<file path="config.mk">
export PLATFORM = sky130hd
export DESIGN_NAME = regf_wb_arbiter
export DESIGN_NICKNAME = d
export VERILOG_FILES = /design/src/rtl/regf_wb_pkg.sv /design/src/rtl/wb_fifo.sv /design/src/rtl/wb_fifo_chk.sv /design/src/rtl/regf_wb_arbiter.sv
export SDC_FILE = /design/constraint.sdc
export NUM_CORES = 1
export LEC_CHECK = 0
export CORE_MARGIN = 2
export CORE_UTILIZATION = 35
export DETAILED_ROUTE_END_ITERATION = 7
export GPL_ROUTABILITY_DRIVEN = 0
export PLACE_DENSITY = 0.64
export SYNTH_ARGS = -nofsm -noshare
export SYNTH_HDL_FRONTEND = slang
export SYNTH_SLANG_ARGS = --single-unit
</file>
<file path="constraint.sdc">
create_clock -name clk -period 3.9 [get_ports clk]
set_clock_uncertainty 0.15 [all_clocks]
set_input_delay 0.39 -clock clk [delete_from_list [all_inputs] [get_ports clk]]
set_output_delay 0.39 -clock clk [all_outputs]
set_load 0.02 [all_outputs]
</file>
<file path="src/rtl/regf_wb_pkg.sv">
// Shared types and load-result extraction for the register-file write-back arbiter.
package regf_wb_pkg;

  localparam int WB_XLEN = 32;

  localparam logic [2:0] LD_LB  = 3'b000;
  localparam logic [2:0] LD_LH  = 3'b001;
  localparam logic [2:0] LD_LW  = 3'b010;
  localparam logic [2:0] LD_LBU = 3'b100;
  localparam logic [2:0] LD_LHU = 3'b101;

  typedef struct packed {
    logic [4:0]         rd;
    logic [WB_XLEN-1:0] value;
  } wb_entry_t;

  // Bit 0 of the offset is deliberately ignored for halfword loads.
  function automatic logic [WB_XLEN-1:0] load_extract(
    input logic [2:0]         funct3,
    input logic [1:0]         addr_lo,
    input logic [WB_XLEN-1:0] rdata
  );
    logic [7:0]         b;
    logic [15:0]        h;
    logic [WB_XLEN-1:0] r;
    b = rdata[{addr_lo, 3'b000} +: 8];
    h = addr_lo[1] ? rdata[31:16] : rdata[15:0];
    case (funct3)
      LD_LB:   r = {{(WB_XLEN-8){b[7]}}, b};
      LD_LH:   r = {{(WB_XLEN-16){h[15]}}, h};
      LD_LBU:  r = {{(WB_XLEN-8){1'b0}}, b};
      LD_LHU:  r = {{(WB_XLEN-16){1'b0}}, h};
      LD_LW:   r = rdata;
      default: r = rdata;
    endcase
    return r;
  endfunction

endpackage

</file>
<file path="src/rtl/wb_fifo.sv">
// Synchronous FIFO of write-back entries; exposes per-slot valid bits and
// destination registers so the top can build the pending-write mask.
module wb_fifo
  import regf_wb_pkg::*;
#(
  parameter int DEPTH = 4
) (
  input  logic                  clk,
  input  logic                  rst,
  input  logic                  push,
  input  logic                  pop,
  input  wb_entry_t             din,
  output logic                  full,
  output logic                  empty,
  output wb_entry_t             head,
  output logic [DEPTH-1:0]      valid,
  output logic [DEPTH-1:0][4:0] slot_rd
);

  localparam int PW = $clog2(DEPTH);
  localparam int CW = PW + 1;

  logic [PW-1:0]    wr_ptr_q, wr_ptr_d, rd_ptr_q, rd_ptr_d;
  logic [CW-1:0]    count_q, count_d;
  logic [DEPTH-1:0] valid_q, valid_d;
  wb_entry_t        mem_q [DEPTH];
  logic             push_ok, pop_ok;

  assign full    = (count_q == CW'(DEPTH));
  assign empty   = (count_q == {CW{1'b0}});
  assign push_ok = push & ~full;
  assign pop_ok  = pop & ~empty;
  assign head    = mem_q[rd_ptr_q];
  assign valid   = valid_q;

  // Pointer, occupancy and slot-valid next state; pointers wrap as DEPTH is a power of 2.
  always_comb begin
    wr_ptr_d = wr_ptr_q;
    rd_ptr_d = rd_ptr_q;
    count_d  = count_q;
    valid_d  = valid_q;
    if (pop_ok) begin
      rd_ptr_d          = rd_ptr_q + PW'(1);
      valid_d[rd_ptr_q] = 1'b0;
    end else begin
      rd_ptr_d = rd_ptr_q;
    end
    if (push_ok) begin
      wr_ptr_d          = wr_ptr_q + PW'(1);
      valid_d[wr_ptr_q] = 1'b1;
    end else begin
      wr_ptr_d = wr_ptr_q;
    end
    case ({push_ok, pop_ok})
      2'b10:   count_d = count_q + CW'(1);
      2'b01:   count_d = count_q - CW'(1);
      default: count_d = count_q;
    endcase
  end

  // State registers and storage; reset drops every queued entry.
  always_ff @(posedge clk or negedge rst) begin
    if (!rst) begin
      wr_ptr_q <= {PW{1'b0}};
      rd_ptr_q <= {PW{1'b0}};
      count_q  <= {CW{1'b0}};
      valid_q  <= {DEPTH{1'b0}};
      for (int i = 0; i < DEPTH; i++) mem_q[i] <= '0;
    end else begin
      wr_ptr_q <= wr_ptr_d;
      rd_ptr_q <= rd_ptr_d;
      count_q  <= count_d;
      valid_q  <= valid_d;
      if (push_ok) mem_q[wr_ptr_q] <= din;
    end
  end

  // Slot destination registers for the pending-write mask.
  always_comb begin
    slot_rd = '0;
    for (int i = 0; i < DEPTH; i++) slot_rd[i] = mem_q[i].rd;
  end

  wb_fifo_chk #(.DEPTH(DEPTH), .CW(CW)) u_chk (
    .clk   (clk),
    .rst   (rst),
    .count (count_q)
  );

endmodule

</file>
<file path="src/rtl/wb_fifo_chk.sv">
// Occupancy checker for wb_fifo: the entry count may never exceed the depth.
module wb_fifo_chk #(
  parameter int DEPTH = 4,
  parameter int CW    = 3
) (
  input logic          clk,
  input logic          rst,
  input logic [CW-1:0] count
);

  a_count_bound: assert property (@(posedge clk) disable iff (!rst) count <= CW'(DEPTH))
    else $error("wb_fifo count above depth");

endmodule

</file>
<file path="src/rtl/regf_wb_arbiter.sv">
// Write-back arbiter: ALU results take priority, queued loads drain in order,
// and a load arriving at an empty queue bypasses straight to the output register.
module regf_wb_arbiter
  import regf_wb_pkg::*;
#(
  parameter int FIFO_DEPTH = 4,
  parameter int XLEN       = WB_XLEN
) (
  input  logic            clk,
  input  logic            rst,
  input  logic            alu_valid,
  input  logic [4:0]      alu_rd,
  input  logic [XLEN-1:0] alu_value,
  input  logic            lsu_valid,
  output logic            lsu_ready,
  input  logic [4:0]      lsu_rd,
  input  logic [2:0]      lsu_funct3,
  input  logic [1:0]      lsu_addr_lo,
  input  logic [XLEN-1:0] lsu_rdata,
  output logic            write_regf_en,
  output logic [4:0]      addr_rd,
  output logic [XLEN-1:0] rd_value,
  output logic [31:0]     busy_mask
);

  logic                       fifo_full, fifo_empty, fifo_push, fifo_pop;
  wb_entry_t                  fifo_head, ld_entry;
  logic [FIFO_DEPTH-1:0]      fifo_valid;
  logic [FIFO_DEPTH-1:0][4:0] fifo_rd;
  logic                       lsu_acc, ld_keep, alu_req;
  logic                       wen_q, wen_d;
  logic [4:0]                 addr_q, addr_d;
  logic [XLEN-1:0]            val_q, val_d;

  // Ready deliberately ignores a same-cycle pop so a full queue never accepts.
  assign lsu_ready      = rst & ~fifo_full;
  assign lsu_acc        = lsu_valid & lsu_ready;
  assign ld_keep        = lsu_acc & (lsu_rd != 5'd0);
  assign alu_req        = alu_valid & (alu_rd != 5'd0);
  assign ld_entry.rd    = lsu_rd;
  assign ld_entry.value = load_extract(lsu_funct3, lsu_addr_lo, lsu_rdata);

  wb_fifo #(.DEPTH(FIFO_DEPTH)) u_fifo (
    .clk     (clk),
    .rst     (rst),
    .push    (fifo_push),
    .pop     (fifo_pop),
    .din     (ld_entry),
    .full    (fifo_full),
    .empty   (fifo_empty),
    .head    (fifo_head),
    .valid   (fifo_valid),
    .slot_rd (fifo_rd)
  );

  // Port arbitration: ALU, then queue head, then bypass; otherwise hold address/data.
  always_comb begin
    wen_d     = 1'b0;
    addr_d    = addr_q;
    val_d     = val_q;
    fifo_push = 1'b0;
    fifo_pop  = 1'b0;
    if (alu_req) begin
      wen_d     = 1'b1;
      addr_d    = alu_rd;
      val_d     = alu_value;
      fifo_push = ld_keep;
    end else if (!fifo_empty) begin
      wen_d     = 1'b1;
      addr_d    = fifo_head.rd;
      val_d     = fifo_head.value;
      fifo_pop  = 1'b1;
      fifo_push = ld_keep;
    end else if (ld_keep) begin
      wen_d  = 1'b1;
      addr_d = ld_entry.rd;
      val_d  = ld_entry.value;
    end else begin
      wen_d = 1'b0;
    end
  end

  // Registered register-file write port.
  always_ff @(posedge clk or negedge rst) begin
    if (!rst) begin
      wen_q  <= 1'b0;
      addr_q <= 5'd0;
      val_q  <= {XLEN{1'b0}};
    end else begin
      wen_q  <= wen_d;
      addr_q <= addr_d;
      val_q  <= val_d;
    end
  end

  assign write_regf_en = wen_q;
  assign addr_rd       = addr_q;
  assign rd_value      = val_q;

  // Pending-write mask over queued entries only; the output register writes next edge.
  always_comb begin
    busy_mask = 32'd0;
    for (int i = 0; i < FIFO_DEPTH; i++) begin
      if (fifo_valid[i]) busy_mask[fifo_rd[i]] = 1'b1;
      else               busy_mask = busy_mask;
    end
  end

endmodule

</file>
* Word level (Yosys, flattened, before mapping)
Cells that the tools add are included.
** Storage, ports and cells
- Word-level logic and storage cells :: 110
- Bits in registers :: 197
- Output and inout bits :: 71
- Input bits :: 83
** Cells by class
- Add/sub/neg operators :: 4
- Multiplexer cells :: 40
- Order comparisons :: 15
- Equal/unequal tests :: 7
- Reduce and logical (&&, ||, !) cells :: 12
- Bitwise gates (word level) :: 16
- Shifts and indexed selects :: 1
** Operator list (count)
- two-way mux 32 bit :: 7
- bitwise mux 148 bit :: 1
- case mux 32 bit (4 select lines) :: 1
- two-way mux 37 bit :: 3
- OR 32 bit :: 3
- binary-select mux 37 bit (select 2 bit) :: 1
- demux 37 bit (select 2 bit) :: 1
- indexed part select 32 x 6 -> 8 bit :: 1
- < comparator 5 x 6 -> 1 bit (second input constant) :: 4
- demux 1 bit (select 5 bit) :: 4
- >= comparator 5 x 1 -> 1 bit (second input constant) :: 4
- two-way mux 16 bit :: 1
- two-way mux 5 bit :: 3
- two-way mux 1 bit :: 13
- nonzero test 5 bit :: 2
- == test 3 bit (second input constant) :: 3
- two-way mux 4 bit :: 2
- logical AND 1 bit :: 7
- AND 1 bit :: 6
- >= comparator 3 bit (second input constant) :: 2
- logical NOT 3 bit :: 2
- < comparator 2 x 3 -> 1 bit (second input constant) :: 2
- inverter 2 -> 3 bit :: 2
- case mux 3 bit (2 select lines) :: 1
- other kinds (15) :: 19

* Depth between registers and ports, before layout
Gate-level depths: netlist of the first run.
- Depth in word-level cells :: 11
- Gate-level depth with buffers :: 11

* By module
Synthesis of the first run repeated with hierarchy kept, for this count alone.
** Second synthesis, totals
- Cell total of the unflattened synthesis :: 975
- Area total of the unflattened synthesis :: 11536.1 sq um
** By module, submodules not included
- wb_fifo :: sequential area each 3978.8 sq um, area an instance 7467.2 sq um, cells an instance 433, instances 1
- regf_wb_arbiter :: sequential area each 950.9 sq um, area an instance 4068.9 sq um, cells an instance 542, instances 1

* Worst setup path after synthesis of the first run
Ideal clock, no wire load.
- Path kind :: in2reg
- Start :: in alu_rd[3]
- End :: reg u_fifo.count_q[2]
- Setup time :: 0.079 ns
- Arrival :: 2.620 ns
- Stages :: 11
- Data required time :: 3.671 ns
- Path slack :: 1.051 ns
- Path through :: or4_1 o21a_1 buf_6 buf_2 nor2_4 ha_1 inv_1 fa_1 xor2_1 nor2_1 xor2_1
** On the way
- Word-level cells in the longest chain between the ends :: 6
** Ends and longest elaborated chain
- start, declared :: line regf_wb_arbiter.sv:12 : input logic [4:0] alu_rd,
- nonzero test 5 bit (*) :: line regf_wb_arbiter.sv:39 : assign alu_req = alu_valid & (alu_rd != 5'd0);
- AND 1 bit (*) :: line regf_wb_arbiter.sv:39
- two-way mux 1 bit :: line regf_wb_arbiter.sv:63 : if (alu_req) begin
- AND 1 bit (on tied branches) :: line wb_fifo.sv:32, wb_fifo.sv:31
- == test 2 x 1 -> 1 bit / == test 2 bit (equally long branches) :: line wb_fifo.sv:54 : case ({push_ok, pop_ok})
- case mux 3 bit (2 select lines) / nonzero test 2 bit (equally long branches)
- end signal, assigned :: line wb_fifo.sv:66 : count_q <= {CW{1'b0}};
- end signal, assigned :: line wb_fifo.sv:72 : count_q <= count_d;
- end, declared :: line wb_fifo.sv:24 : logic [CW-1:0] count_q, count_d;
Every way passes the cells marked *; elsewhere a longest branch is shown, timed or not.
A chain may end at the register's enable or synchronous reset.

* Worst setup path after layout of the first run
- Start :: reg u_fifo.mem_q, in the netlist u_fifo.slot_rd[12]
- End :: out busy_mask[4]
** On the way
- Word-level cells in the longest chain between the ends :: 8
** Ends and longest elaborated chain
- start, declared :: line wb_fifo.sv:26 : wb_entry_t mem_q [DEPTH];
- start signal, assigned by index :: line wb_fifo.sv:74 : if (push_ok) mem_q[wr_ptr_q] <= din;
- < comparator 5 x 6 -> 1 bit (implied by the code) / >= comparator 5 x 1 -> 1 bit (equally long branches) :: line regf_wb_arbiter.sv:104 : if (fifo_valid[i]) busy_mask[fifo_rd[i]] = 1'b1;
- logical AND 1 bit (implied by the code) :: line regf_wb_arbiter.sv:104
- two-way mux 1 bit (implied by the code) :: line regf_wb_arbiter.sv:104
- demux 1 bit (select 5 bit) (*) :: line regf_wb_arbiter.sv:104
- OR 32 bit (no line) (*)
- two-way mux 32 bit (*) :: line regf_wb_arbiter.sv:104
- OR 32 bit (no line)
- two-way mux 32 bit (*) :: line regf_wb_arbiter.sv:104
- end, declared :: line regf_wb_arbiter.sv:23 : output logic [31:0] busy_mask
Marks and branches as above.

==> results of run 1 <==
-- logic make-up (layout without fill, tap and decap cells) --
kind of cell             Yosys count  in the layout  share of synthesized area, %
multiplexers                      71             71                         11.37
flip-flops                       197            197                         46.38
AND/OR/NAND/NOR                  334            334                         14.54
other                              0              2                             0
AO/OA/AOI/OAI                    362            362                         21.51
XOR/XNOR                           5              5                        0.4121
adder cells (fa/ha/maj)           10             10                         1.248
buffers and inverters            113            233                         4.544
-- power breakdown --
part           switching, mW  leakage (nW)  internal [mW]
clock                  0.819         0.287          0.942
combinational           2.19          2.68           2.10
sequential             0.927          2.47           2.98
-- timing repair --
action	CTS	global route
endpoints found under the hold margin	31	0
setup endpoints to repair	0	0
hold buffers	1	0
resized for setup	0	0
-- per-layer routing --
layer | GRT usage (%) | vias up | share of wire [%]
met5 | 0 | - | 0
met4 | 5.318 | 0 | 1.3
met3 | 4.156 | 38 | 8.3
met2 | 31.15 | 430 | 44
met1 | 29.81 | 4425 | 46
li1 | - | 4203 | -
-- registers in the layout (all words and copies together), names as in the netlist --
signal	flops
u_fifo.rd_ptr_q	2
u_fifo.mem_q	128
rd_value	32
write_regf_en	1
u_fifo.slot_rd	20
u_fifo.valid	4
addr_rd	5
u_fifo.wr_ptr_q	2
u_fifo.count_q	3
-- worst max-delay path: cells and delay by family, from the launching register on --
family | cells | cell delay, ns
simple gates | 1 | 0.49
flops | 1 | 0.67
buf+inv | 2 | 0.77
compound gates | 1 | 0.29
-- per-stage QoR --
stage | cells | setup slack (ns)
2_1_floorplan | 1092 | 1.051
3_3_place_gp | 1569 | 0.4960
3_5_place_dp | 1569 | 0.4582
4_1_cts | 1602 | 0.7496
5_1_grt | 1602 | 0.5936
6_report | 1604 | 0.7093
-- path summary, 6_finish.rpt --
path,from,to,slack (ns),depth (start not counted)
max,u_fifo.slot_rd[12],busy_mask[4],0.71,4
min,rst,u_fifo.mem_q[99],0.29,2
max reg2reg,u_fifo.count_q[0],rd_value[14],1.06,7
min reg2reg,u_fifo.mem_q[104],u_fifo.mem_q[104],0.33,2
max in group asynchronous,rst,u_fifo.mem_q[101],2.11,3
min in group clk,u_fifo.mem_q[104],u_fifo.mem_q[104],0.33,2
-- cell usage after synthesis, types with 5 or more instances --
library cell and number:
nand3b_1 16, o221ai_1 26, nor2_1 20, nand2_1 226, mux4_2 38, a22oi_1 18
and3b_1 7, nor2b_1 8, dfrtp_1 197, ha_1 9, mux2_2 17, a21oi_1 50
nand3_1 8, and2_1 5, a2bb2oi_1 9, or3_1 10, nor3b_1 9, inv_1 22
o21ai_0 170, o22a_1 16, o22ai_1 31, buf_2 20, clkbuf_1 63, mux2i_1 15
a211oi_1 6, a221o_1 15, or3b_2 5
-- final cells by class --
cell class                 instances  area, um^2  area share [%]
timing repair buffer             178        1783           13.57
clock inverter                    12       130.1          0.9904
sequential                       197        4932           37.54
inverter                          23       86.33          0.6571
multi-input combinational        782        5258           40.02
clock buffer                      20       456.7           3.476
tap                              390       488.0           3.714
antenna                            2       5.005         0.03809
==> metrics.txt, run 1 <==
status finished, final reports clean; Core Area about 30000 um^2; drt via density 5.671; I/O Pins between 150 and 200; CTS tree yes; Yosys top cell area share 46.38%; WP data arrival 2.65 ns; static leakage 5.429 nW; CP max stage cell clkdlybuf4s50_1; gr ovfl total 0; worst hold path type input port to async pin; Final min period 3.191 ns; CTS Buf Count 17; Synth Area per Inst approximately 9.7 um^2; power per cell area 757.4 nW/um^2; area grow syn2layout 23.61%; Synth Cell Area 10630 um^2; Clock Latency Late Sink 0.43 ns; commonest non-fill, non-tap cell in the layout nand2_1; gr usage total 20.47%; total power 9.952 mW; number of setup buffers added after CTS 0; Rows 63; vias in the first global route 8868; Final Hold Vio Count 0; largest net degree at the start of global routing 167; die width 178.3 um; Die Height 178.3 um; Main synth FF type dfrtp_1; # DRC 0; antenna violations before repair 3; post-synthesis sequential area ratio 46.38%; async set-reset flop share out of synthesis 100.0%; CTS H-tree lvls 4; clock tree buffer depth 2; Worst Hold Slack 0.2875 ns; share of post-route cells with drive strength above 1 between 10% and 20%; Least-Margin Pin Slew 0.9228 ns; first-pass GRT wire length 50630 um; number of library cell types mapped by synthesis 56; fmax 0.3134 GHz; CP Class register to output port; Clock Root Buffer clkbuf_16; DRT antenna net count 0; Starting DRT DRC Count between 900 and 1000; final setup violation count 0; RSZ-0062 raised after global routing false; final worst-path cycle share between 80% and 90%; Worst setup EP type output port; top post-synthesis cells by area dfrtp_1 (46%), mux4_2 (8.1%), o21ai_0 (8.0%); placed cell areas 12540 um^2; Core Util, Final 44.10%; Worst Path Required 3.36 ns; fin. max-slew vios 0; worst vdd ir approximately 0.33 mV; Yosys Warn Count 0; Die ar. between 30000 and 40000 um^2; crit-path cells nor3b_1 > inv_1 > o221ai_1 > clkdlybuf4s50_1; Seq cells post-synth roughly 200; clk slew on worst S/H paths 0.07 ns; nets 1292; Net Count, Synth 1185; EDFF count, synth 0; most frequent cells in the layout nand2_1 (226), dfrtp_1 (195), o21ai_0 (169); Avg WL per Cell 20.08 um; PortBufs 153; largest stage delay on the critical path 0.68 ns; Worst Setup Start Kind register; Final Cell Area roughly 13000 um^2; Rel. slew slack slightly below 40%; Initial Util 35.67%; drt pass-1 iters 6; dpl hpwl 21740 um; via count 9096; crit path max fanout 13; final wirelength between 30000 and 40000 um; CTS sink count 197; post-synthesis cell count 1092; post-synth top area cell dfrtp_1; setup TNS 0 ns; max-cap viol count 0; # fillers 2909
No activity file was read; power rests on OpenSTA's default activity.
==> run 2, diff against run 1 <==
Clock period 3.9 ns to 3.22 ns, I/O delays scaled along.
==> metrics.txt, run 2 (synthesis gave the netlist of run 1 again) <==
dpl hpwl ~22000 um; CP Class register to output port; Least-Margin Pin Slew between 0.7 and 0.8 ns; clock tree buffer depth 2; power per cell area 911.1 nW/um^2; PortBufs ~150; final worst-path cycle share 94.99%; Worst Path Required ~2.8 ns; fin. max-slew vios 0; final wirelength 32050 um; worst flop-to-flop path startpoint u_fifo.count_q[0]; final setup margin 0.1614 ns; CTS sink count roughly 200; Final min period 3.059 ns; Avg WL per Cell 19.77 um; worst hold path type input port to async pin; max-cap viol count 0; # DRC 0; DRT antenna net count 0; die width 178.3 um; RSZ-0062 raised after global routing false; CTS tree yes; status finished, final reports clean; setup TNS 0 ns; gr usage total 20.57%; fmax 0.3269 GHz; commonest non-fill, non-tap cell in the layout nand2_1; I/O Pins 154; Initial Util between 30% and 40%; Die ar. 31780 um^2; Worst Setup Start Kind register; Starting DRT DRC Count ~990; CTS Buf Count 17; PostCTS Resize Cnt 0; via count 9065; antenna violations before repair 1; Crit Reg-Reg Endpoint u_fifo.count_q[2]; dpl ws 0.2136 ns; Clock Root Buffer clkbuf_16; nets 1310; CP endpoint busy_mask[19]; drt pass-1 iters 6; gr ovfl total 0; CTS H-tree lvls 4; Rows 63; Worst setup EP type output port; final setup violation count 0; share of post-route cells with drive strength above 1 between 10 and 15%; most frequent cells in the layout nand2_1 (226), dfrtp_1 (196), o21ai_0 (169); Core Area 29800 um^2; WP data arrival about 2.6 ns; vias in the first global route approximately 9000; r2r setup slk 0.69 ns; Final Hold Vio Count 0; Reg2Reg Depth 10; static leakage 5.528 nW; Largest Register u_fifo.mem_q; worst vdd ir 0.4247 mV; max FFs per register between 100 and 150; Rel. slew slack 46.98%; # fillers 2910; Die Height 178.3 um; clk slew on worst S/H paths 0.08 ns; first-pass GRT wire length 50720 um; crit path max fanout 11; area grow syn2layout 25.13%; Clock Latency Late Sink 0.43 ns; drt via density 5.592; largest net degree at the start of global routing 65; Critical Path Source u_fifo.slot_rd[4]
run 2: cell type report:
class	instances	area, um^2	area share, %
multi-input cells	782	5258	39.53
clock buffers	17	425.4	3.198
diodes	1	2.502	0.01881
clock inverters	15	191.4	1.439
repair buffers	196	1918	14.42
well taps	390	488.0	3.669
flip-flops and latches	197	4931	37.07
inverters	23	86.33	0.6491
run 2: worst min-delay path by stage:
stage	startpoint	end	slack, ns
after detailed placement	rst	u_fifo.mem_q[30]	0.09
after CTS	rst	u_fifo.mem_q[141]	0.23
after global routing	rst	u_fifo.mem_q[141]	0.24
after global placement	rst	u_fifo.mem_q[30]	0.09
final	rst	u_fifo.mem_q[30]	0.24
after floorplan	rst	addr_rd[0]	-0.12
run 2: critical path, cell delays in order (launching register included):
cell	delay [ns]
dfrtp_1	0.58
nor3b_1	0.52
inv_1	0.10
o221ai_1	0.28
clkdlybuf4s50_1	0.67
run 2: metal layers:
layer  vias to the layer above  wire length, um  global-route usage [%]
met3                        51             2431                   4.241
met4                         0              728                   5.149
met2                       404            14250                   30.94
li1                       4241                -                       -
met5                         -                0                       0
met1                      4369            14640                   30.30
run 2: per-stage QoR:
step	hold WS, ns	util (%)	power [mW]	instances	cell area [um^2]
floorplan	-0.1236	-	7.903	1092	10630
global placement	0.09083	42.53	9.808	1587	12670
detailed placement	0.09305	42.53	9.952	1587	12670
CTS	0.2338	44.63	12.16	1620	13300
global route	0.2434	44.64	12.96	1621	13300
finish	0.2449	44.64	12.12	1621	13300
run 2: timing repair:
item / 4_1_cts / 5_1_grt
endpoints found under the setup margin: 0 / 0
hold buffers: 1 / 0
hold endpoints to repair: 27 / 0
buffers inserted: 0 / 0
run 2: report_power, final:
part           switching (mW)  total [mW]  internal (mW)  leakage, nW
clock network            1.12        2.19           1.07        0.299
registers               0.954        4.56           3.61         2.47
logic                    2.78        5.37           2.59         2.76
total                    4.85        12.1           7.27         5.53
